## src/rtl/regfile_pkg.sv

```systemverilog
// Shared types and constants for the register-file writeback arbiter.
package regfile_pkg;

  localparam int REG_W  = 5;
  localparam int DATA_W = 32;

  localparam logic [REG_W-1:0] REG_ZERO = 5'd0;

  typedef enum logic [1:0] {
    IDLE = 2'd0,
    BUSY = 2'd1,
    HOLD = 2'd2
  } state_t;

endpackage

```

## src/rtl/regfile_wb_arbiter_hazard_check.sv

```systemverilog
// Register-match compare of N source registers against a reference,
// masked so register 0 never matches.
module hazard_check
  import regfile_pkg::*;
#(
  parameter int N = 3
) (
  input  logic [REG_W-1:0]        ref_reg,
  input  logic [N-1:0][REG_W-1:0] srcs,
  output logic [N-1:0]            hit
);

  always_comb begin
    hit = '0;
    for (int i = 0; i < N; i++) begin
      hit[i] = (ref_reg != REG_ZERO) && (srcs[i] == ref_reg);
    end
  end

endmodule

```

## src/rtl/regfile_wb_arbiter.sv

```systemverilog
// Arbitrates the regfile write port between pipeline writeback and the
// multdiv unit, tracks the outstanding multdiv destination and provides bypass.
module regfile_wb_arbiter
  import regfile_pkg::*;
#(
  parameter int MAX_WAIT = 4,
  parameter int CNT_W    = 3
) (
  input  logic              clock,
  input  logic              ctrl_reset,
  input  logic              wb_valid,
  input  logic [REG_W-1:0]  wb_reg,
  input  logic [DATA_W-1:0] wb_data,
  output logic              wb_stall,
  input  logic              md_issue,
  input  logic [REG_W-1:0]  md_issue_reg,
  input  logic              md_done,
  input  logic [DATA_W-1:0] md_data,
  input  logic [REG_W-1:0]  id_rs,
  input  logic [REG_W-1:0]  id_rt,
  input  logic [REG_W-1:0]  id_rd,
  input  logic              id_is_md,
  output logic              id_stall,
  output logic              ctrl_writeEnable,
  output logic [REG_W-1:0]  ctrl_writeReg,
  output logic [DATA_W-1:0] data_writeReg,
  output logic              byp_a_en,
  output logic              byp_b_en,
  output logic [DATA_W-1:0] byp_data,
  output logic              err_protocol
);

  state_t              state;
  logic [REG_W-1:0]    pend_reg;
  logic [DATA_W-1:0]   buf_data;
  logic [CNT_W-1:0]    wait_cnt;

  logic                run;
  logic                force_drain;
  logic                hold_drain;
  logic                direct_md;
  logic                sel_vld;
  logic [REG_W-1:0]    sel_reg;
  logic [DATA_W-1:0]   sel_data;
  logic [2:0]          haz_hit;
  logic [1:0]          byp_hit;

  // Outputs are forced low for the whole time reset is asserted.
  assign run         = !ctrl_reset;
  assign force_drain = (state == HOLD) && (wait_cnt == CNT_W'(MAX_WAIT));
  assign hold_drain  = (state == HOLD) && (!wb_valid || force_drain);
  assign direct_md   = (state == BUSY) && md_done && !wb_valid;

  always_comb begin
    sel_vld  = 1'b0;
    sel_reg  = REG_ZERO;
    sel_data = '0;
    if (hold_drain || direct_md) begin
      sel_vld  = 1'b1;
      sel_reg  = pend_reg;
      sel_data = hold_drain ? buf_data : md_data;
    end else if (wb_valid) begin
      sel_vld  = 1'b1;
      sel_reg  = wb_reg;
      sel_data = wb_data;
    end
  end

  assign ctrl_writeEnable = run && sel_vld && (sel_reg != REG_ZERO);
  assign ctrl_writeReg    = run ? sel_reg : REG_ZERO;
  assign data_writeReg    = run ? sel_data : '0;
  assign byp_data         = data_writeReg;
  assign wb_stall         = run && force_drain;

  hazard_check #(.N(3)) u_hazard (
    .ref_reg (pend_reg),
    .srcs    ({id_rd, id_rt, id_rs}),
    .hit     (haz_hit)
  );

  hazard_check #(.N(2)) u_bypass (
    .ref_reg (ctrl_writeReg),
    .srcs    ({id_rt, id_rs}),
    .hit     (byp_hit)
  );

  assign byp_a_en = ctrl_writeEnable && byp_hit[0];
  assign byp_b_en = ctrl_writeEnable && byp_hit[1];

  assign id_stall = run && (((state != IDLE) && ((|haz_hit) || id_is_md)) || force_drain);

  // Offending multdiv handshakes only raise the sticky flag; they never change state.
  always_ff @(posedge clock or posedge ctrl_reset) begin
    if (ctrl_reset) begin
      state        <= IDLE;
      pend_reg     <= REG_ZERO;
      buf_data     <= '0;
      wait_cnt     <= '0;
      err_protocol <= 1'b0;
    end else begin
      case (state)
        IDLE: begin
          if (md_issue) begin
            state    <= BUSY;
            pend_reg <= md_issue_reg;
          end
          if (md_done) err_protocol <= 1'b1;
        end
        BUSY: begin
          if (md_done) begin
            if (wb_valid) begin
              buf_data <= md_data;
              wait_cnt <= '0;
              state    <= HOLD;
            end else begin
              state <= IDLE;
            end
          end
          if (md_issue) err_protocol <= 1'b1;
        end
        HOLD: begin
          if (md_issue || md_done) err_protocol <= 1'b1;
          if (force_drain || !wb_valid) state <= IDLE;
          else wait_cnt <= wait_cnt + CNT_W'(1);
        end
        default: state <= IDLE;
      endcase
    end
  end

endmodule
```

## config.mk

```make
export PLATFORM = sky130hd
export DESIGN_NAME = regfile_wb_arbiter
export DESIGN_NICKNAME = d
export VERILOG_FILES = /design/src/rtl/regfile_pkg.sv /design/src/rtl/regfile_wb_arbiter_hazard_check.sv /design/src/rtl/regfile_wb_arbiter.sv
export SDC_FILE = /design/constraint.sdc
export NUM_CORES = 1
export LEC_CHECK = 0
export ABC_AREA = 1
export ABC_CLOCK_PERIOD_IN_PS = 8200
export CORE_ASPECT_RATIO = 0.6
export CORE_MARGIN = 5
export CORE_UTILIZATION = 42
export CTS_BUF_LIST = sky130_fd_sc_hd__clkbuf_8
export DETAILED_ROUTE_END_ITERATION = 8
export GPL_TIMING_DRIVEN = 0
export PLACE_DENSITY = 0.81
export SYNTH_ARGS = -nofsm -noshare
export SYNTH_HDL_FRONTEND = slang
export SYNTH_SLANG_ARGS = --single-unit
```

## constraint.sdc

```tcl
create_clock -name clock -period 8.2 [get_ports clock]
set_input_delay 2.05 -clock clock [delete_from_list [all_inputs] [get_ports clock]]
set_output_delay 2.05 -clock clock [all_outputs]
set_load 0.02 [all_outputs]
```

# ---- Word level (Yosys, flattened, before mapping)
# Cells that the tools add are included.
dict set report op_classes {
  n_addsub 1
  shift 0
  eq_ne 16
  muxes 22
  div_mod_pow 0
  n_reduce_logical 36
  bitwise 0
  n_mul 0
  magnitude_cmp 0
}
# cell count
set op_table {}
lappend op_table {{$mux W32} 4}
lappend op_table {{$eq A5 B5 Y1} 5}
lappend op_table {{$logic_and A1 B1 Y1} 16}
lappend op_table {{$mux W5} 3}
lappend op_table {{$reduce_bool A5 Y1} 3}
lappend op_table {{$ne A2 B2 Y1 const B} 6}
lappend op_table {{$mux W3} 3}
lappend op_table {{$mux W2} 4}
lappend op_table {{$reduce_and A4 Y1} 2}
lappend op_table {{$pmux W2 S3} 1}
lappend op_table {{$pmux W3 S2} 1}
lappend op_table {{$reduce_and A3 Y1} 2}
lappend op_table {{$logic_or A1 B1 Y1} 5}
lappend op_table {{$mux W1} 5}
lappend op_table {{$ne A2 B1 Y1 const B} 2}
lappend op_table {{$reduce_bool A2 Y1} 2}
lappend op_table {{$add A3 B1 Y3 const B} 1}
lappend op_table {{$eq A3 B3 Y1 const B} 1}
lappend op_table {{$pmux W1 S3} 1}
lappend op_table {{$reduce_bool A3 Y1} 1}
lappend op_table {{$reduce_or A3 Y1} 1}
lappend op_table {{$eq A2 B1 Y1 const B} 1}
lappend op_table {{$eq A2 B2 Y1 const B} 1}
lappend op_table {{$logic_not A1 Y1} 2}
lappend op_table {{2 further kinds} 2}
dict set report totals {
  latch_bits 0
  n_memories 0
  in_bits 95
  ram_bits 0
  out_inout_bits 75
  word_cells 80
  ff_bits 43
  mem_bits_ro 0
}

# ---- Logic depth before layout (Yosys ltp)
dict set report depth {
  ltp_word 10
  mapped_depth 14
  depth_no_buf 14
}

# ---- Hierarchy
# From an unflattened synthesis, not the netlist that was laid out.
dict set report hier_totals {
  hier_cells 520
  hier_area_um2 3639.7
}
# mod cells_per_inst n_inst area_each_um2 seq_area_each_um2
set modules_own_cells {}
lappend modules_own_cells {regfile_wb_arbiter 403 1 3151.8 1076.0}
lappend modules_own_cells {{hazard_check (u_hazard)} 69 1 287.8 0.0}
lappend modules_own_cells {{hazard_check (u_bypass)} 48 1 200.2 0.0}

# ---- Worst setup path before layout
# OpenSTA, ideal clock, no wires.
dict set report synth_timing {
  path_kind {input to output}
  from {input port ctrl_reset}
  to {output port data_writeReg[22]}
  path_buffers 4
  path_slack_ps 1560
  required_time_ps 6150
  arrival_ps 4590
  path_stages 7
  path_cell_list {inv_1 buf_2 clkbuf_1 clkbuf_1 nand2_1 inv_1 buf_4}
}
dict set report synth_between {
  elab_chain_len 1
}
# item line
set synth_lines {}
lappend synth_lines {{from (decl)} regfile_wb_arbiter.sv:10} ;# input logic ctrl_reset,
lappend synth_lines {{$mux W32} regfile_wb_arbiter.sv:71} ;# assign data_writeReg = run ? sel_data : '0;
lappend synth_lines {{to (decl)} regfile_wb_arbiter.sv:26} ;# output logic [DATA_W-1:0] data_writeReg,
# Every way passes these cells.

# ---- Final worst setup path
dict set report layout_timing {
  from {input port ctrl_reset}
  to {output port data_writeReg[25]}
}
# Same word-level chain as after synthesis.

==> results by group <==
Worst setup path
  • CP Max Fanout: 27
  • Crit path arrival time: 5.03 ns
  • R2R Path End: buf_data[26]
  • CP delay by family, top: buffers and inverters
  • Worst path cell trace: clkdlybuf4s50_1 -> inv_1 -> buf_2 -> clkbuf_1 -> clkbuf_2 -> buf_12 -> nand2_1 -> inv_1 -> buf_4 -> clkdlybuf4s50_1
  • CP Data Required Time: 6.15 ns
  • CP Capture Type: output pin
  • Reg2Reg Depth: 6
  • Slowest CP cell: clkbuf_2
  • R2r startpoint: state[0]
  • Worst Path Buf+Inv: 9
  • Crit start category: input port
  • Crit-path max cell delay: 0.62 ns
  • Setup Crit Path Kind: in2out
  • R2r setup slk: 6.42 ns
  • Number of cells on the critical path: 10

Synth
  • Sequential fraction of the synthesis area: 0.324
  • Leading area contributor after synthesis: dfrtp_1
  • Yosys reg bits: 43
  • Post-synth top area share: 0.324
  • Synthesized cell area: 3320 um2
  • Synth cell types: 25
  • Warnings, synthesis: 0
  • Synth Area per Inst: 6.72 um2
  • Syn nets: 591
  • Syn Inst Count: 494
  • Synth area leaders: dfrtp_1 (32%), nand2_1 (21%), mux2_2 (9.5%), inv_1 (7.6%), buf_4 (7.2%)

Job
  • MaxCap Viol Count: 0

Die
  • Initial Utilization: 0.427
  • Core Box Area: 7790 um2
  • Die area: 9850 um2
  • Die Y: 78.9 um
  • Die width: 125 um
  • Standard-cell rows: 25
  • IO Pins: 170

Clock tree
  • Sink Count: 43
  • Worst-path clk slew: 0.08 ns
  • Clk root buf: clkbuf_8
  • CTS tree: yes
  • Longest Clk Path Bufs: 2
  • Post-CTS Resized: 0
  • Post-CTS Hold Buffers: 0
  • CTS Buf Count: 5
  • H-tree depth: 2
  • Post-CTS Setup Repair Bufs: 0
  • Clk Latency, worst-skew pair: 0.29 ns

Finish
  • Layout cell share with drive strength beyond 1: 0.118
  • Commonest non-fill, non-tap cell in the layout: nand2_1
  • NumNets Final: 768
  • Multi-input logic area: 1660 um2
  • Max reg flops: 32
  • Area Overhead vs Synth: 58.1%
  • Commonest non-fill, non-tap cells in the layout: nand2_1 (186), clkdlybuf4s50_1 (169), inv_1 (69)
  • # diodes: 0
  • Design area: 5250 um2
  • Register area: 1080 um2
  • Fillers: 684

Timing
  • Setup violators final: 0
  • Post-layout min period: 7.08 ns
  • Max Fclk: 141 MHz
  • Max-slew headroom: 0.568
  • Final Cycle Share: 0.863
  • Max-slew violations: 0
  • Fin Clk Skew: 0.00730 ns
  • Worst-Margin Slew: 0.647 ns
  • Endpoints failing hold: 0
  • RSZ-0062 raised after global routing: no

Placed design
  • Post-DP HPWL: 8740 um
  • Area after DPL: 5170 um2
  • Routability congestion estimate: 0.929
  • Input/output buffers: 169

Global routing
  • Global Route Usage Sum: 0.210
  • Initial antenna violation count: 0
  • Largest net degree at the start of global routing: 28
  • Vias in the first global route: 3595
  • Gr ovfl total: 0
  • First-pass GRT wire length: 17300 um

Route
  • # DRC: 0
  • TritonRoute pass-1 iters: 4
  • Number of routed nets with antenna violations: 0
  • Wirelength per Cell: 13.5 um
  • Vias/cell: 4.66
  • DR vias: 3635
  • Final WL: 10500 um
  • Starting DRT DRC Count: 177

Min path
  • Hold Path Cell Cnt: 2
  • Hold Path Sink: buf_data[29]
  • Hold path start: buf_data[29]
  • HP Class: reg2reg

Pwr
  • Power Density: 175 nW/um2
  • LEAKAGE: 2.66 nW
  • Total power draw: 0.921 mW
  • Peak VDD IR: 0.000104 V

Outcome
  • Status: finished, final reports clean
-- per-stage QoR --
step | setup TNS (ns) | setup slack [ns] | hold WS, ns | util | std cells
after global placement | -3.04 | -0.241 | 0.468 | 0.661 | 771
after detailed placement | 0 | 1.08 | 0.475 | 0.664 | 772
after floorplan | 0 | 1.56 | 0.453 | - | 494
final | 0 | 1.12 | 0.493 | 0.674 | 780
after CTS | 0 | 1.07 | 0.497 | 0.674 | 780
after global routing | 0 | 0.820 | 0.519 | 0.674 | 780
-- cell families after synthesis --
group                    synth area share
multiplexers                       0.0949
buffers and inverters               0.178
AO/OA/AOI/OAI                      0.0478
AND/OR/NAND/NOR                     0.319
flip-flops                          0.324
XOR/XNOR                           0.0290
adder cells (fa/ha/maj)           0.00753
-- layer usage --
metal | global-route usage | up-vias | routed length (um)
met5 | 0 | - | 0
met4 | 0.0238 | 0 | 58
met3 | 0.0457 | 6 | 763
met2 | 0.357 | 132 | 4790
met1 | 0.288 | 1641 | 4900
li1 | - | 1856 | -
-- worst reg2reg max path, cell delays in order, from the launching register on --
cell and delay (ns):
dfrtp_1 0.41, inv_2 0.07, nor2_1 0.05, nand3_1 0.13, clkbuf_1 0.50, clkbuf_1 0.35, o21ai_0 0.14
-- Yosys cell counts --
cell      count
ha_1          2
or2_2         1
nand2_1     186
buf_4        32
xnor2_1       5
nand4_1       7
a21oi_1      11
buf_6         1
xor2_1        6
o21ai_0      10
inv_1        67
inv_2         4
o21bai_1      1
clkbuf_1     17
o21ai_2       1
nor3_1        1
buf_1         1
nor2_1       14
mux2_2       28
nand2_2       1
dfrtp_1      43
buf_2         1
nor2_2        2
o211ai_1      5
nand3_1      47
-- cell type report --
| cell class | count | share of cell area |
|---|---|---|
| Timing Repair Buffer | 170 | 0.326 |
| Multi-Input combinational cell | 328 | 0.315 |
| Sequential cell | 43 | 0.205 |
| Buffer | 52 | 0.0619 |
| Inverter | 71 | 0.0508 |
| Tap cell | 108 | 0.0257 |
| Clock buffer | 5 | 0.0131 |
| Clock inverter | 3 | 0.00238 |
-- power breakdown --
| part | internal [mW] | switching (mW) | total (mW) |
|---|---|---|---|
| combinational | 0.226 | 0.212 | 0.438 |
| clock | 0.0573 | 0.0686 | 0.126 |
| sequential | 0.306 | 0.0514 | 0.358 |
-- worst max-delay path by stage --
stage / from / to / slack [ns]
floorplan: ctrl_reset / data_writeReg[22] / 1.56
global placement: ctrl_reset / data_writeReg[23] / -0.24
detailed placement: ctrl_reset / data_writeReg[25] / 1.08
CTS: ctrl_reset / data_writeReg[25] / 1.07
global route: ctrl_reset / data_writeReg[23] / 0.82
finish: ctrl_reset / data_writeReg[25] / 1.12
No activity file was read; power rests on OpenSTA's default activity.
